## config.mk

```make
export PLATFORM = sky130hd
export DESIGN_NAME = vn_update
export DESIGN_NICKNAME = d
export VERILOG_FILES = /design/src/rtl/ldpc_pkg.sv /design/src/rtl/ldpc_sat.sv /design/src/rtl/vn_update.sv
export SDC_FILE = /design/constraint.sdc
export NUM_CORES = 1
export LEC_CHECK = 0
export CORE_MARGIN = 2
export CORE_UTILIZATION = 55
export CTS_CLUSTER_DIAMETER = 120
export CTS_CLUSTER_SIZE = 40
export DETAILED_ROUTE_END_ITERATION = 8
export DONT_BUFFER_PORTS = 1
export GPL_ROUTABILITY_DRIVEN = 0
export PLACE_DENSITY = 0.72
export SYNTH_ARGS = -nofsm -noshare
export SYNTH_HDL_FRONTEND = slang
export SYNTH_HIERARCHICAL = 1
export SYNTH_SLANG_ARGS = --single-unit
```

## constraint.sdc

```tcl
create_clock -name clk -period 15.4 [get_ports clk]
set_input_delay 3.08 -clock clk [delete_from_list [all_inputs] [get_ports clk]]
set_output_delay 3.08 -clock clk [all_outputs]
set_load 0.02 [all_outputs]
```

## src/rtl/ldpc_pkg.sv

```systemverilog
// Shared definitions for the LDPC datapath stages.
//   vn_state_e  : variable-node update FSM states
//   MAX_DEG     : largest supported variable-node degree
//   ACC_GUARD   : guard bits added to message width for accumulation
//   sat_limit() : largest magnitude of a symmetric-saturated WIDTH-bit message
package ldpc_pkg;

    localparam int MAX_DEG   = 8;
    localparam int ACC_GUARD = 4;

    typedef enum logic [1:0] {
        ST_IDLE  = 2'd0,
        ST_ACCUM = 2'd1,
        ST_EMIT  = 2'd2
    } vn_state_e;

    // Symmetric limit: the most negative code is never produced, so a
    // downstream negation cannot overflow.
    function automatic int sat_limit(input int width);
        return (1 << (width - 1)) - 1;
    endfunction

endpackage

```

## src/rtl/ldpc_sat.sv

```systemverilog
// Symmetric saturation of a guarded accumulator value down to message width.
//   din  : WIDTH+4 bit two's-complement value
//   dout : WIDTH bit value clipped to [-(2^(WIDTH-1)-1), +(2^(WIDTH-1)-1)]
module ldpc_sat
    import ldpc_pkg::*;
#(
    parameter int WIDTH = 20
) (
    input  logic [WIDTH+ACC_GUARD-1:0] din,
    output logic [WIDTH-1:0]           dout
);

    localparam int IN_W = WIDTH + ACC_GUARD;
    localparam logic signed [IN_W-1:0] POS_LIM = IN_W'(sat_limit(WIDTH));
    localparam logic signed [IN_W-1:0] NEG_LIM = -POS_LIM;

    logic signed [IN_W-1:0] din_s;

    assign din_s = din;

    always_comb begin
        dout = din_s[WIDTH-1:0];
        if (din_s > POS_LIM) begin
            dout = POS_LIM[WIDTH-1:0];
        end else if (din_s < NEG_LIM) begin
            dout = NEG_LIM[WIDTH-1:0];
        end
    end

endmodule

```

## src/rtl/vn_update.sv

```systemverilog
// LDPC variable-node update. Accumulates the channel LLR and DEG incoming
// check-to-variable messages, then emits DEG extrinsic messages
// sat(total - msg_i) in arrival order, plus a registered hard decision.
//
// Ports:
//   clk, rst_n          : clock, async active-low reset
//   start, ch_llr       : begin a node, channel LLR sampled with start
//   in_valid/in_ready/in_msg            : check-to-variable stream
//   out_valid/out_ready/out_msg/out_last: variable-to-check stream
//   hard_bit            : 1 when the node's total LLR is negative
//   busy                : node in progress
//
// state    | meaning
// ---------+-----------------------------------------------------------
// ST_IDLE  | waiting for start
// ST_ACCUM | accepting DEG input messages into msg_buf and acc
// ST_EMIT  | presenting sat(acc - msg_buf[idx]) until last handshake
module vn_update
    import ldpc_pkg::*;
#(
    parameter int WIDTH = 20,
    parameter int DEG   = 3
) (
    input  logic             clk,
    input  logic             rst_n,
    input  logic             start,
    input  logic [WIDTH-1:0] ch_llr,
    input  logic             in_valid,
    output logic             in_ready,
    input  logic [WIDTH-1:0] in_msg,
    output logic             out_valid,
    input  logic             out_ready,
    output logic [WIDTH-1:0] out_msg,
    output logic             out_last,
    output logic             hard_bit,
    output logic             busy
);

    localparam int ACC_W = WIDTH + ACC_GUARD;
    localparam int CNT_W = $clog2(DEG);
    localparam logic [CNT_W-1:0] LAST_IDX = CNT_W'(DEG - 1);

    vn_state_e                state_q, state_d;
    logic signed [ACC_W-1:0]  acc_q, acc_d;
    logic [CNT_W-1:0]         cnt_q, cnt_d;
    logic [CNT_W-1:0]         idx_q, idx_d;
    logic                     hard_bit_q, hard_bit_d;
    logic [WIDTH-1:0]         msg_buf_q [DEG];
    logic [WIDTH-1:0]         msg_buf_d [DEG];

    logic [WIDTH-1:0]         buf_sel;
    logic signed [ACC_W-1:0]  ext_ch, ext_in, ext_buf, diff;
    logic [WIDTH-1:0]         sat_out;

    assign ext_ch  = {{ACC_GUARD{ch_llr[WIDTH-1]}}, ch_llr};
    assign ext_in  = {{ACC_GUARD{in_msg[WIDTH-1]}}, in_msg};
    assign buf_sel = msg_buf_q[idx_q];
    assign ext_buf = {{ACC_GUARD{buf_sel[WIDTH-1]}}, buf_sel};
    // acc holds ch + all DEG messages, so removing one leaves the extrinsic sum.
    assign diff    = acc_q - ext_buf;

    ldpc_sat #(.WIDTH(WIDTH)) u_sat (
        .din  (diff),
        .dout (sat_out)
    );

    always_comb begin
        state_d    = state_q;
        acc_d      = acc_q;
        cnt_d      = cnt_q;
        idx_d      = idx_q;
        hard_bit_d = hard_bit_q;
        msg_buf_d  = msg_buf_q;
        case (state_q)
            ST_IDLE: begin
                if (start) begin
                    acc_d   = ext_ch;
                    cnt_d   = '0;
                    idx_d   = '0;
                    state_d = ST_ACCUM;
                end
            end
            ST_ACCUM: begin
                if (in_valid) begin
                    msg_buf_d[cnt_q] = in_msg;
                    acc_d            = acc_q + ext_in;
                    if (cnt_q == LAST_IDX) begin
                        // Decision uses the final sum, captured as EMIT is entered.
                        hard_bit_d = acc_d[ACC_W-1];
                        cnt_d      = '0;
                        state_d    = ST_EMIT;
                    end else begin
                        cnt_d = cnt_q + CNT_W'(1);
                    end
                end
            end
            ST_EMIT: begin
                if (out_ready) begin
                    if (idx_q == LAST_IDX) begin
                        state_d = ST_IDLE;
                    end else begin
                        idx_d = idx_q + CNT_W'(1);
                    end
                end
            end
            default: state_d = ST_IDLE;
        endcase
    end

    always_ff @(posedge clk or negedge rst_n) begin
        if (!rst_n) begin
            state_q    <= ST_IDLE;
            acc_q      <= '0;
            cnt_q      <= '0;
            idx_q      <= '0;
            hard_bit_q <= 1'b0;
            for (int i = 0; i < DEG; i++) begin
                msg_buf_q[i] <= '0;
            end
        end else begin
            state_q    <= state_d;
            acc_q      <= acc_d;
            cnt_q      <= cnt_d;
            idx_q      <= idx_d;
            hard_bit_q <= hard_bit_d;
            msg_buf_q  <= msg_buf_d;
        end
    end

    assign in_ready  = (state_q == ST_ACCUM);
    assign out_valid = (state_q == ST_EMIT);
    assign out_last  = (state_q == ST_EMIT) && (idx_q == LAST_IDX);
    assign out_msg   = (state_q == ST_EMIT) ? sat_out : '0;
    assign hard_bit  = hard_bit_q;
    assign busy      = (state_q != ST_IDLE);

endmodule

```

==> impl_metrics.env <==
export IMPL_status="finished, final reports clean"
export IMPL_synth_seq_cells=91
export IMPL_grt_pass1_vias=5470
export IMPL_path_buf_inv=2
export IMPL_synth_seq_area_share=0.325
export IMPL_wl_per_cell_um=18.9
export IMPL_hold_path_end="msg_buf_q[58]"
export IMPL_synth_edf_count=0
export IMPL_h_tree_depth=3
export IMPL_end_kind="output port"
export IMPL_path_max_fanout=24
export IMPL_clock_skew_ns=0.00801
export IMPL_ctsResizeCount=0
export IMPL_via_per_inst=6.19
export IMPL_final_hold_violation_count=0
export IMPL_ant_nets=0
export IMPL_first_pass_iters=5
export IMPL_r2r_start="state_q[1]"
export IMPL_grt_total_usage=0.267
export IMPL_rsz0062_at_grt="false"
export IMPL_portBuffers=0
export IMPL_hold_path_class="reg -> reg"
export IMPL_min_from="msg_buf_q[58]"
export IMPL_crit_family="compound AO/OA/AOI/OAI gates"
export IMPL_maxSlewHeadroom=0.287
export IMPL_die_area_um2=13600
export IMPL_timing_final_crit_share=0.523
export IMPL_drv_slew=0
export IMPL_fp_coreArea_um2=12500
export IMPL_grt_pass1_wl_um=28300
export IMPL_path_clk_slew_ns=0.07
export IMPL_critPathRequiredTime_ns=12.32
export IMPL_min_period_ns=8.06
export IMPL_cts_hold_buf=0
export IMPL_timing_fmax_mhz=124
export IMPL_async_reset_ff_frac=1.00
export IMPL_root_buffer="clkbuf_16"
export IMPL_n_antenna_cell=0
export IMPL_r2r_end="msg_buf_q[46]"
export IMPL_layout_common_cells="91 x dfrtp_1, 72 x a21oi_1, 66 x nor2_1, 60 x mux2_2, 59 x nand2_1"
export IMPL_r2r_cells=6
export IMPL_setup_viol=0
export IMPL_drv_cap=0
export IMPL_cts_tree="built"
export IMPL_met3_usage=0.0309
export IMPL_holdPathStages=1
export IMPL_postSynthNetCount=861
export IMPL_tns_ns=0
export IMPL_drive_gt1_frac=0.141
export IMPL_antenna_found_initial=0
export IMPL_use_met2=0.422
export IMPL_grt_ovfl_total=0
export IMPL_reg2reg_slack_ns=12.51
export IMPL_final_common_cell="dfrtp_1"
export IMPL_synth_flop_cell="dfrtp_1"
export IMPL_crit_chain="inv_1, nor2_1, buf_4, a21oi_1, ha_1, nor2b_1, o31ai_1, a21oi_1, a311oi_2, o211ai_2, o221ai_1, xor2_1, nor4b_1, nand3_1, o2111ai_1, and2_1"
export IMPL_synth_area_um2=7000
export IMPL_crit_cells=16
export IMPL_postCtsSetupBuffers=0
export IMPL_cts_path_max_buffers=2
export IMPL_max_stage_delay_ns=0.82
export IMPL_synth_distinct_cells=72
export IMPL_synth_top_area_share=0.325
export IMPL_cp_arrival_ns=4.98
export IMPL_initial_core_util=0.559
export IMPL_cp_common_cell="a21oi_1"
export IMPL_grt_busiest_layer="met2"
export IMPL_fin_nets=847
export IMPL_crit_type="reg -> out"
export IMPL_vias=5746
export IMPL_met1_usage=0.385
export IMPL_grt_max_degree=92
export IMPL_syn_area_per_cell_um2=9.14
export IMPL_drt_wl_total_um=17600
export IMPL_fp_dieW_um=117
export IMPL_synth_top_area_cell="dfrtp_1"
export IMPL_startpoint_type="register"
export IMPL_drtIter0Drc=348
export IMPL_die_height_um=117
export IMPL_worst_slew_pin_transition_ns=1.07
export IMPL_worstSkewPairLatency_ns=0.35
export IMPL_ys_warn_count=6
export IMPL_cts_sinks=91
export IMPL_route_detailed_drc=0
export IMPL_cts_buffers_inserted=9
export IMPL_io_pins=70
export IMPL_post_dp_hpwl_um=13100
export IMPL_syn2layout_area_growth_pct=6.42
export IMPL_rows=41
export IMPL_slowest_stage="dfrtp_1"
export IMPL_syn_inst=766
export IMPL_synth_area_leaders="dfrtp_1 33%, mux2_2 9.6%, ha_1 8.6%"
state kept, by name, summed over array words and instances (netlist names):
name       flops
state_q        2
hard_bit       1
acc_q         24
idx_q          2
cnt_q          2
msg_buf_q     60
area by class of cell:
cell class              instances  area (µm²)
inverters                      20        75.1
flip-flops and latches         91        2280
multi-input cells             623        4510
clock buffers                  10         229
clock inverters                 6        95.1
well taps                     172         215
fillers                      1103        5070
repair buffers                  7        52.6
synth_stat cells, types with 3 or more instances:
| master | number |
|---|---|
| mux2i_1 | 27 |
| o21ai_0 | 34 |
| nand3b_1 | 4 |
| nand2b_1 | 5 |
| buf_1 | 5 |
| o31ai_1 | 4 |
| nand3_1 | 15 |
| xor2_1 | 7 |
| mux2_2 | 60 |
| or3_1 | 5 |
| o21a_1 | 23 |
| or2_2 | 4 |
| a211oi_1 | 4 |
| nor4_1 | 4 |
| clkbuf_1 | 16 |
| nor2_1 | 66 |
| xnor2_1 | 25 |
| and2_1 | 24 |
| a21oi_1 | 72 |
| a211o_1 | 3 |
| buf_2 | 7 |
| nor2b_1 | 10 |
| nor3_1 | 16 |
| a21o_1 | 14 |
| buf_6 | 3 |
| and3_1 | 12 |
| o21bai_1 | 10 |
| nand2_1 | 59 |
| nand4_1 | 5 |
| dfrtp_1 | 91 |
| o31ai_2 | 3 |
| a31oi_1 | 8 |
| inv_1 | 20 |
| o211ai_1 | 6 |
| ha_1 | 48 |
per-layer routing:
layer / up-vias / share of wire
li1: 2760 / -
met1: 2789 / 0.48
met2: 170 / 0.45
met3: 27 / 0.049
met4: 0 / 0.019
met5: - / 0
worst max-delay path by stage:
| stage | startpoint | endpoint | slack [ns] |
|---|---|---|---|
| 2_1_floorplan | idx_q[1] | out_msg[17] | 8.29 |
| 3_3_place_gp | idx_q[0] | out_msg[0] | 7.99 |
| 3_5_place_dp | idx_q[0] | out_msg[0] | 7.73 |
| 4_1_cts | idx_q[0] | out_msg[0] | 7.36 |
| 5_1_grt | idx_q[0] | out_msg[0] | 6.89 |
| 6_report | idx_q[0] | out_msg[0] | 7.34 |
metrics by stage:
step                std cells  hold slack, ns  area (µm²)  setup WS, ns   util
finish                    929           0.506        7450          7.34  0.595
detailed placement        913           0.493        7130          7.73  0.569
floorplan                 766           0.479        7000          8.29      -
global route              929           0.521        7450          6.89  0.595
global placement          913           0.486        7130          7.99  0.569
CTS                       929           0.508        7450          7.36  0.595
logic make-up after synthesis:
| group | Yosys count | share of synthesized area |
|---|---|---|
| buf+inv | 52 | 0.0325 |
| xor+xnor | 32 | 0.0400 |
| mux | 87 | 0.135 |
| simple gates | 243 | 0.174 |
| compound gates | 211 | 0.201 |
| fa+ha+maj | 50 | 0.0915 |
| flops | 91 | 0.325 |
Power is not shown: default switching activity piles up to over one toggle a cycle in this logic, so the estimate is an artifact.
